**src/rtl/data_sync_if.sv**
```systemverilog
// Bundle of the signals crossing into the destination domain: the
// quasi-static source bus with its enable qualifier, and the synchronized
// bus with its one-cycle update pulse.
interface data_sync_if #(
    parameter int unsigned BUS_WIDTH = 8
);
    logic [BUS_WIDTH-1:0] unsync_bus;
    logic                 bus_enable;
    logic [BUS_WIDTH-1:0] sync_bus;
    logic                 enable_pulse;

    // Source side: drives the raw bus and enable, observes the results.
    modport master (
        output unsync_bus,
        output bus_enable,
        input  sync_bus,
        input  enable_pulse
    );

    // Receiver side: the data_sync stage itself.
    modport slave (
        input  unsync_bus,
        input  bus_enable,
        output sync_bus,
        output enable_pulse
    );
endinterface

```
**src/rtl/data_sync.sv**
```systemverilog
// Multi-bit CDC receiver. The enable is passed through a NUM_STAGES flop
// chain, its rising edge becomes a one-cycle pulse, and that pulse captures
// the (already stable) source bus exactly once per enable assertion.
module data_sync #(
    parameter int unsigned NUM_STAGES = 2,
    parameter int unsigned BUS_WIDTH  = 8
) (
    input  logic         CLK,
    input  logic         RST,
    data_sync_if.slave   bus
);

    logic [NUM_STAGES-1:0] r_sync_ff;
    logic                  r_pg_ff;
    logic [BUS_WIDTH-1:0]  r_sync_bus;
    logic                  r_enable_pulse;

    logic                  w_sync_en;
    logic                  w_pulse;

    // Enable synchronizer: bit 0 samples the asynchronous enable, the rest
    // shift it along so only the last stage is used by downstream logic.
    always_ff @(posedge CLK or negedge RST) begin
        if (!RST) begin
            r_sync_ff <= '0;
        end else begin
            r_sync_ff <= {r_sync_ff[NUM_STAGES-2:0], bus.bus_enable};
        end
    end

    assign w_sync_en = r_sync_ff[NUM_STAGES-1];

    // Delayed copy of the synchronized enable for rising-edge detection.
    always_ff @(posedge CLK or negedge RST) begin
        if (!RST) begin
            r_pg_ff <= 1'b0;
        end else begin
            r_pg_ff <= w_sync_en;
        end
    end

    // Rising edge of the synchronized enable; high for a single cycle.
    always_comb begin
        w_pulse = w_sync_en & ~r_pg_ff;
    end

    // Output registers: register the pulse and capture the bus on it only,
    // so bus changes without a fresh enable edge never reach the output.
    always_ff @(posedge CLK or negedge RST) begin
        if (!RST) begin
            r_enable_pulse <= 1'b0;
            r_sync_bus     <= '0;
        end else begin
            r_enable_pulse <= w_pulse;
            if (w_pulse) begin
                r_sync_bus <= bus.unsync_bus;
            end
        end
    end

    assign bus.sync_bus     = r_sync_bus;
    assign bus.enable_pulse = r_enable_pulse;

endmodule
```
**src/flat_wrapper.sv**
```systemverilog
// flat-port wrapper written by rule: the top's interface ports become plain ports
module data_sync_flat 
#(
    parameter int unsigned NUM_STAGES = 2,
    parameter int unsigned BUS_WIDTH  = 8
)
  (CLK, RST, bus_unsync_bus, bus_bus_enable, bus_sync_bus, bus_enable_pulse);
  data_sync_if #(.BUS_WIDTH(BUS_WIDTH)) bus_i ();
  input  logic CLK;
  input  logic RST;
  input wire logic [$bits(bus_i.unsync_bus)-1:0] bus_unsync_bus;
  input wire logic [$bits(bus_i.bus_enable)-1:0] bus_bus_enable;
  output wire logic [$bits(bus_i.sync_bus)-1:0] bus_sync_bus;
  output wire logic [$bits(bus_i.enable_pulse)-1:0] bus_enable_pulse;
  assign bus_i.unsync_bus = bus_unsync_bus;
  assign bus_i.bus_enable = bus_bus_enable;
  assign bus_sync_bus = bus_i.sync_bus;
  assign bus_enable_pulse = bus_i.enable_pulse;
  data_sync #(.NUM_STAGES(NUM_STAGES), .BUS_WIDTH(BUS_WIDTH)) u_core (.CLK(CLK), .RST(RST), .bus(bus_i));
endmodule
```
**config.mk**
```make
export PLATFORM = sky130hd
export DESIGN_NAME = data_sync_flat
export DESIGN_NICKNAME = d
export VERILOG_FILES = /design/src/rtl/data_sync_if.sv /design/src/rtl/data_sync.sv /design/src/flat_wrapper.sv
export SDC_FILE = /design/constraint.sdc
export NUM_CORES = 1
export LEC_CHECK = 0
export CAP_MARGIN = 0
export CORE_UTILIZATION = 34
export DETAILED_ROUTE_END_ITERATION = 10
export GPL_ROUTABILITY_DRIVEN = 1
export PLACE_DENSITY = 0.76
export SLEW_MARGIN = 20
export SYNTH_ARGS = -nofsm -noshare
export SYNTH_HDL_FRONTEND = slang
export SYNTH_SLANG_ARGS = --single-unit
```
**constraint.sdc**
```tcl
create_clock -name CLK -period 1.1 [get_ports CLK]
set_input_delay 0.22 -clock CLK [delete_from_list [all_inputs] [get_ports CLK]]
set_output_delay 0.22 -clock CLK [all_outputs]
set_load 0.02 [all_outputs]
```
After elaboration in Yosys (flattened, before gate mapping)

Index checks and enable logic that the tools add are counted.

Output and inout bits: 9
Bits of input ports: 11
Register bits after elaboration: 12

Bitwise operators: 2

Operators with widths:

| kind        | number |
|---|---|
| $and 1x1->1 | 1 |
| $not 1->1   | 1 |

Logic depth before layout (Yosys ltp)

Gate-level depths: netlist of the first run.

Depth in word-level cells: 2
Depth in mapped cells: 3

Least setup slack after synthesis of the first run

No wires, ideal clock.

Path kind: reg-to-reg
Start: register u_core.r_pg_ff
End: register u_core.r_sync_bus[0] (netlist: u_core.bus.sync_bus[0])
Path slack: 57 ps
Required time: 975 ps
Buffers on the path: 1
Period minus slack after synthesis: 1043 ps
Cell stages (with the launch flop): 4
Arrival time: 918 ps
Cells stage by stage: dfrtp_1 -> nor2b_4 -> buf_12 -> mux2_4

Word-level cells in the longest chain between the ends: 2

RTL lines:

| item                     | line            | RTL |
|---|---|---|
| start, declared          | data_sync.sv:14 | `logic r_pg_ff;` |
| start signal, assigned   | data_sync.sv:38 | `r_pg_ff <= w_sync_en;` |
| $not 1->1                | data_sync.sv:44 | `w_pulse = w_sync_en & ~r_pg_ff;` |
| $and 1x1->1              | data_sync.sv:44 |  |
| named net u_core.w_pulse | data_sync.sv:19 | `logic w_pulse;` |
| end signal, assigned     | data_sync.sv:56 | `r_sync_bus <= bus.unsync_bus;` |
| end, declared            | data_sync.sv:15 | `logic [BUS_WIDTH-1:0] r_sync_bus;` |

The timed path passes the listed nets, and every way through them passes these cells.
A chain may end at the register's enable or synchronous reset.

Final worst setup path of the first run

Start: register u_core.r_pg_ff
End: register u_core.r_sync_bus[0] (netlist: u_core.bus.sync_bus[0])

Word-level cells in the longest chain between the ends: 2

RTL lines:

| item        | line |
|---|---|
| $not 1->1   | data_sync.sv:44 |
| $and 1x1->1 | data_sync.sv:44 |

Every way passes these cells.

==> impl_metrics.csv, run 1 <==
group,metric,value,unit
clocking,cts_max_path_buffers,2,
critical_path,crit-reg2reg-launch,"u_core.r_pg_ff$_DFF_PN0_",
clocking,cts_buffers,3,
sta,maxSlewHeadroom,89.47,%
sta,layout_worst_path_cycle_share,99.15,%
synth,syn-instance-count,22,
critical_path,cp-startpoint,"u_core.r_pg_ff$_DFF_PN0_",
synth,seq_area_frac_synth,66.12,%
sta,skew,0.0009898,ns
floorplan,io_pins,20,
synth,synth.avg_cell_area,20.64,um^2
clocking,worst_setup_hold_path_clk_slew,0.06,ns
sta,worst_slew_pin_slew,0.1579,ns
clocking,post-cts-setup-buffer-count,0,
routing,drt_first_iter_violations,1,
sta,final_hold_violations,0,
layout,final_standard_cell_count_with_taps_included_and_fillers_excluded,59,
power_and_ir_drop,total_leakage_power,0.3118,nW
critical_path,timing.critical_path.fanout_max,9,
synth,post-synth-top-area-cell,"dfrtp_1",
layout,finish.net_count,58,
clocking,htreeDepth,1,
routing,drtPass1Iterations,2,
critical_path,r2r_cells,3,
synth,synth-seq-cells,12,
routing,postRouteWirelength,802,um
critical_path,r2r_end,"u_core.bus.sync_bus[0]$_DFFE_PN0P_",
routing,detail_route.wl_per_cell,13.59,um
power_and_ir_drop,power.share.switching,25.61,%
layout,share_of_cells_above_drive_strength_1,51.11,%
floorplan,placeableCoreArea,1171,um^2
global_routing,first_global_vias,261,
synth,synth.distinct_cells,4,
clocking,cts_tree,"done",
placement,placement.io_buffers,19,
synth,yosys.area.top_type_share,66.12,%
power_and_ir_drop,combinational_share_of_power,24.3,%
min_path,holdCritPathClass,"input port to asynchronous set/reset pin",
synth,syn_nets,33,
layout,inserted_diodes,0,
clocking,clock_tree.root_cell,"clkbuf_4",
power_and_ir_drop,sequentialPowerShare,51.2,%
synth,synth.cell_area,454.2,um^2
placement,dp_hpwl,590.8,um
floorplan,die_height,38.55,um
sta,setup_viol_count_final,0,
synth,ys_warn_count,0,
global_routing,grt_first_pass_wirelength,1166,um
global_routing,overflow,0,
critical_path,setup.worst_path.end_class,"register",
clocking,cts_num_sinks,12,
clocking,worstSkewPairLatency,0.26,ns
routing,drt-vias-per-instance,4.356,
sta,timing.final.ws_setup,0.009313,ns
critical_path,timing.critical_path.from_type,"register",
synth,synth.top_cells.by_area,"dfrtp_1 (66%), mux2_4 (26%), buf_12 (4.4%)",
global_routing,antenna_found_initial,0,
floorplan,die_width,38.55,um
critical_path,critical_path_arrival,1.24,ns
power_and_ir_drop,vdd_drop_max,0.8056,mV
power_and_ir_drop,cell_internal_pwr,0.7524,mW
critical_path,setup.worst_path.class,"register to register",
placement,gpl.final_weighted_congestion,0.5232,
sta,grt_setup_unrepaired,"true",
power_and_ir_drop,p_sw,0.2591,mW
floorplan,floorplan.rows,12,
sta,clock.fmax,0.9169,GHz
job,timing.max_cap.violations,0,
power_and_ir_drop,clock_power_share,24.5,%
placement,place_inst,56,
floorplan,die-area,1486,um^2
layout,syn_to_final_growth,42.42,%
routing,drc_violations_left,0,
power_and_ir_drop,power_per_cell_area,1564,nW/um^2
routing,antenna_left,0,
sta,final.hold.worst_slack,0.2593,ns
sta,final-max-slew-violation-count,0,
floorplan,initial_core_util,38.78,%
global_routing,grtUsageTotal,12.56,%
status,outcome,"complete, no violations",
global_routing,grt_start_max_net_pins,13,
placement,place_worst_setup_slack,-0.07076,ns
sta,period_minus_slack,1.091,ns
routing,dr_total_vias,257,
critical_path,reg2reg_setup_slack,0.009,ns
clocking,cts.hold.buffers_added,0,
critical_path,cp.required,1.25,ns
==> power groups by stage <==
stage                     sequential [mW]  combinational, mW  clock, mW
after CTS                           0.518              0.252      0.259
after floorplan                     0.582             0.0850          0
after detailed placement            0.527              0.293          0
after global placement              0.524              0.285          0
after global routing                0.522              0.260      0.274
final                               0.518              0.246      0.248
==> synthesized netlist by cell type, drive strengths merged <==
master / number
mux2: 8
buf: 1
dfrtp: 12
nor2b: 1
==> metrics by stage <==
| stage | cell area, um^2 | TNS (ns) | util (%) | power, mW |
|---|---|---|---|---|
| after floorplan | 454.2 | 0 | - | 0.6671 |
| after global placement | 669.4 | -0.3909 | 57.16 | 0.8098 |
| after detailed placement | 669.4 | -0.4394 | 57.16 | 0.8200 |
| after CTS | 653.1 | -0.002892 | 55.77 | 1.029 |
| after global routing | 646.9 | -0.03471 | 55.24 | 1.055 |
| final | 646.9 | 0 | 55.24 | 1.011 |
==> worst max-delay path by stage <==
stage	slack (ns)	to	cells after the start
2_1_floorplan	0.06	u_core.bus.sync_bus[0]$_DFFE_PN0P_	3
3_5_place_dp	-0.07	bus_sync_bus[4]	1
6_report	0.009	u_core.bus.sync_bus[0]$_DFFE_PN0P_	3
4_1_cts	-0.003	u_core.bus.sync_bus[0]$_DFFE_PN0P_	3
3_3_place_gp	-0.05	bus_sync_bus[4]	1
5_1_grt	-0.01	u_core.bus.sync_bus[0]$_DFFE_PN0P_	3
==> cells in the final DEF, fill, tap and decap left out <==
| cell type | n |
|---|---|
| buf_12 | 1 |
| buf_2 | 9 |
| buf_4 | 1 |
| clkbuf_4 | 3 |
| clkdlybuf4s50_1 | 10 |
| dfrtp_1 | 12 |
| mux2_4 | 8 |
| nor2b_4 | 1 |
==> sequential cells by signal, indices dropped and copies added (netlist names) <==
| signal | flops |
|---|---|
| u_core.bus.enable_pulse | 1 |
| u_core.r_pg_ff | 1 |
| u_core.bus.sync_bus | 8 |
| u_core.r_sync_ff | 2 |
==> cell families after synthesis <==
kind of cell           synth area share [%]
AND/OR/NAND/NOR                       3.030
flip-flops                            66.12
buffers and inverters                 4.408
multiplexers                          26.45
==> critical path: stages, from the launching register on <==
cell and delay [ns]:
dfrtp_1 0.39, nor2b_4 0.13, buf_12 0.14, mux2_4 0.30
==> metal layers <==
layer  routed length (um)  vias up  GRT usage (%)
li1                     -      121              -
met1                  343      119          15.53
met2                  385       15          17.92
met3                   69        2          5.233
met4                    4        0          7.759
met5                    0        -              0
==> area by class of cell <==
class / count / area [um^2]
Clock buffer: 3 / 22.52
Fill cell: 107 / 524.3
Multi-Input combinational cell: 9 / 133.9
Sequential cell: 12 / 300.3
Tap cell: 14 / 17.52
Timing Repair Buffer: 21 / 172.7
==> repair_timing <==
| action | CTS | global route |
|---|---|---|
| resized for setup | 35 | 1 |
| pin swaps | 0 | 0 |
| endpoints found under the setup margin | 10 | 7 |
Note: power is estimated with default switching activity, not from simulation.
==> run 2, diff against run 1 <==
--- a/config.mk
+++ b/config.mk
@@ -6,8 +6,10 @@
 export NUM_CORES = 1
 export LEC_CHECK = 0
 export CAP_MARGIN = 0
-export CORE_UTILIZATION = 34
+export CORE_AREA = 2 2 39 41
+export CTS_BUF_LIST = sky130_fd_sc_hd__clkbuf_8
 export DETAILED_ROUTE_END_ITERATION = 10
+export DIE_AREA = 0 0 41 43
 export GPL_ROUTABILITY_DRIVEN = 1
 export PLACE_DENSITY = 0.76
 export SLEW_MARGIN = 20
==> impl_metrics.csv, run 2 (same netlist as run 1, synthesis figures left out) <==
group,metric,value,unit
routing,detail_route.wl_per_cell,12.59,um
layout,share_of_cells_above_drive_strength_1,51.11,%
layout,final_common_cell,"dfrtp_1",
sta,setup_viol_count_final,0,
layout,finish.net_count,58,
critical_path,worstPathBufferInverterCount,1,
routing,drt-vias-per-instance,4.459,
power_and_ir_drop,total_leakage_power,0.3192,nW
sta,worst_slew_pin_slew,0.1508,ns
placement,placement.io_buffers,19,
critical_path,cpPeakStageDelay,0.39,ns
floorplan,initial_core_util,32.82,%
global_routing,overflow,0,
clocking,cts_buffers,3,
critical_path,critPathSlowestCell,"dfrtp_1",
floorplan,die_height,43,um
sta,layout_worst_path_cycle_share,98.43,%
global_routing,antenna_found_initial,0,
layout,layout.cells.most_common_list,"dfrtp_1 (12), clkdlybuf4s50_1 (10), mux2_4 (8), buf_2 (8), clkbuf_8 (3)",
critical_path,cp-startpoint,"u_core.r_pg_ff$_DFF_PN0_",
critical_path,setup.worst_path.end_class,"register",
layout,final_standard_cell_count_with_taps_included_and_fillers_excluded,61,
global_routing,grt_start_max_net_pins,13,
sta,final_hold_violations,0,
placement,placedInstanceArea,671.9,um^2
placement,place_worst_setup_slack,-0.05845,ns
sta,totalNegativeSetupSlack,0,ns
power_and_ir_drop,power_per_cell_area,1692,nW/um^2
critical_path,timing.critical_path.max_delay_family,"flip-flops",
layout,inserted_diodes,0,
job,timing.max_cap.violations,0,
clocking,htreeDepth,1,
routing,drc_violations_left,0,
floorplan,die-area,1763,um^2
global_routing,first_global_vias,298,
critical_path,path_cells,"nor2b_4 > buf_12 > mux2_4",
clocking,clock_tree.root_cell,"clkbuf_8",
sta,period_minus_slack,1.083,ns
min_path,holdCritPathClass,"input port to asynchronous set/reset pin",
clocking,post-cts-setup-buffer-count,0,
layout,largest_register_ffs,8,
clocking,cts_tree,"done",
global_routing,grtUsageTotal,11.53,%
floorplan,floorplan.rows,14,
critical_path,crit-reg2reg-launch,"u_core.r_pg_ff$_DFF_PN0_",
critical_path,timing.critical_path.fanout_max,9,
floorplan,placeableCoreArea,1384,um^2
critical_path,timing.critical_path.from_type,"register",
routing,dr_total_vias,272,
clocking,worst_setup_hold_path_clk_slew,0.05,ns
routing,drt_first_iter_violations,0,
clocking,cts_max_path_buffers,2,
status,outcome,"complete, no violations",
sta,clock.fmax,0.9236,GHz
critical_path,critical_path_arrival,1.19,ns
layout,post-route-cell-area,668.1,um^2
routing,antenna_left,0,
floorplan,die_width,41,um
clocking,cts_num_sinks,12,
sta,maxSlewHeadroom,89.94,%
routing,postRouteWirelength,768,um
placement,dp_hpwl,567.5,um
routing,drtPass1Iterations,1,
critical_path,setup.worst_path.class,"register to register",
power_and_ir_drop,report.power.total,1.130,mW
placement,gpl.final_weighted_congestion,0.5882,
sta,skew,0.002288,ns
power_and_ir_drop,vdd_drop_max,0.7961,mV
clocking,cts.hold.buffers_added,0,
clocking,worstSkewPairLatency,0.23,ns
layout,syn_to_final_growth,47.11,%
floorplan,io_pins,20,
placement,place_inst,58,
global_routing,grt_first_pass_wirelength,1276,um
sta,grt_setup_unrepaired,"true",
critical_path,cp.required,1.21,ns
sta,final-max-slew-violation-count,0,
sta,timing.final.ws_setup,0.01724,ns
==> run 2: cell types whose count changed in the layout (fill, tap and decap cells not counted), sizes merged <==
cell | previous run | this run
clkbuf | 3 | 4
buf | 11 | 10
==> run 2: final cells by class <==
class | count | area, um^2
repair buffers | 21 | 172.7
fillers | 131 | 715.7
clock buffers | 3 | 41.29
well taps | 16 | 20.02
multi-input cells | 9 | 133.9
flip-flops and latches | 12 | 300.3
==> run 2: per-stage QoR <==
step	util [%]	hold WS [ns]
5_1_grt	48.28	0.3105
4_1_cts	52.26	0.3034
6_report	48.28	0.2998
2_1_floorplan	-	-0.07559
3_3_place_gp	48.55	0.3343
3_5_place_dp	48.55	0.3373
==> run 2: routing by layer <==
metal | vias to the layer above | GRT usage (%) | share of wire, %
met3 | 0 | 5.236 | 11
li1 | 120 | - | -
met2 | 19 | 16.56 | 46
met4 | 0 | 8.000 | 0
met1 | 133 | 12.88 | 43
met5 | - | 0 | 0
==> run 2: worst register-to-register path: stages, from the launching register on <==
cell	delay, ns
dfrtp_1	0.39
nor2b_4	0.13
buf_12	0.14
mux2_4	0.30
==> run 2: power by group <==
group | switching [mW] | leakage (nW) | internal, mW
clock network | 0.130 | 0.0216 | 0.239
registers | 0.0257 | 0.142 | 0.494
logic | 0.109 | 0.156 | 0.134
total | 0.264 | 0.319 | 0.866
==> run 2: worst paths after layout <==
check / endpoint / slack, ns / cells past startpoint
min in group CLK: u_core.r_sync_ff[1]$_DFF_PN0_ / 0.35 / 0
max in group asynchronous: u_core.bus.sync_bus[7]$_DFFE_PN0P_ / 0.65 / 2
max reg2reg: u_core.bus.sync_bus[6]$_DFFE_PN0P_ / 0.02 / 3
min: u_core.r_pg_ff$_DFF_PN0_ / 0.30 / 2
max: u_core.bus.sync_bus[6]$_DFFE_PN0P_ / 0.02 / 3
min reg2reg: u_core.r_sync_ff[1]$_DFF_PN0_ / 0.35 / 0
==> run 2: timing repair <==
action                                  in CTS  in global routing
pin swaps                                    0                  0
resized for setup                           26                  9
gates cloned                                 0                  0
endpoints found under the setup margin       9                 17
==> run 3, diff against run 2 <==
--- a/config.mk
+++ b/config.mk
@@ -5,6 +5,7 @@
 export SDC_FILE = /design/constraint.sdc
 export NUM_CORES = 1
 export LEC_CHECK = 0
+export ABC_CLOCK_PERIOD_IN_PS = 1100
 export CAP_MARGIN = 0
 export CORE_AREA = 2 2 39 41
 export CTS_BUF_LIST = sky130_fd_sc_hd__clkbuf_8
==> results of run 3 <==
No change in the layout: final DEF, timing and power equal those of run 2.
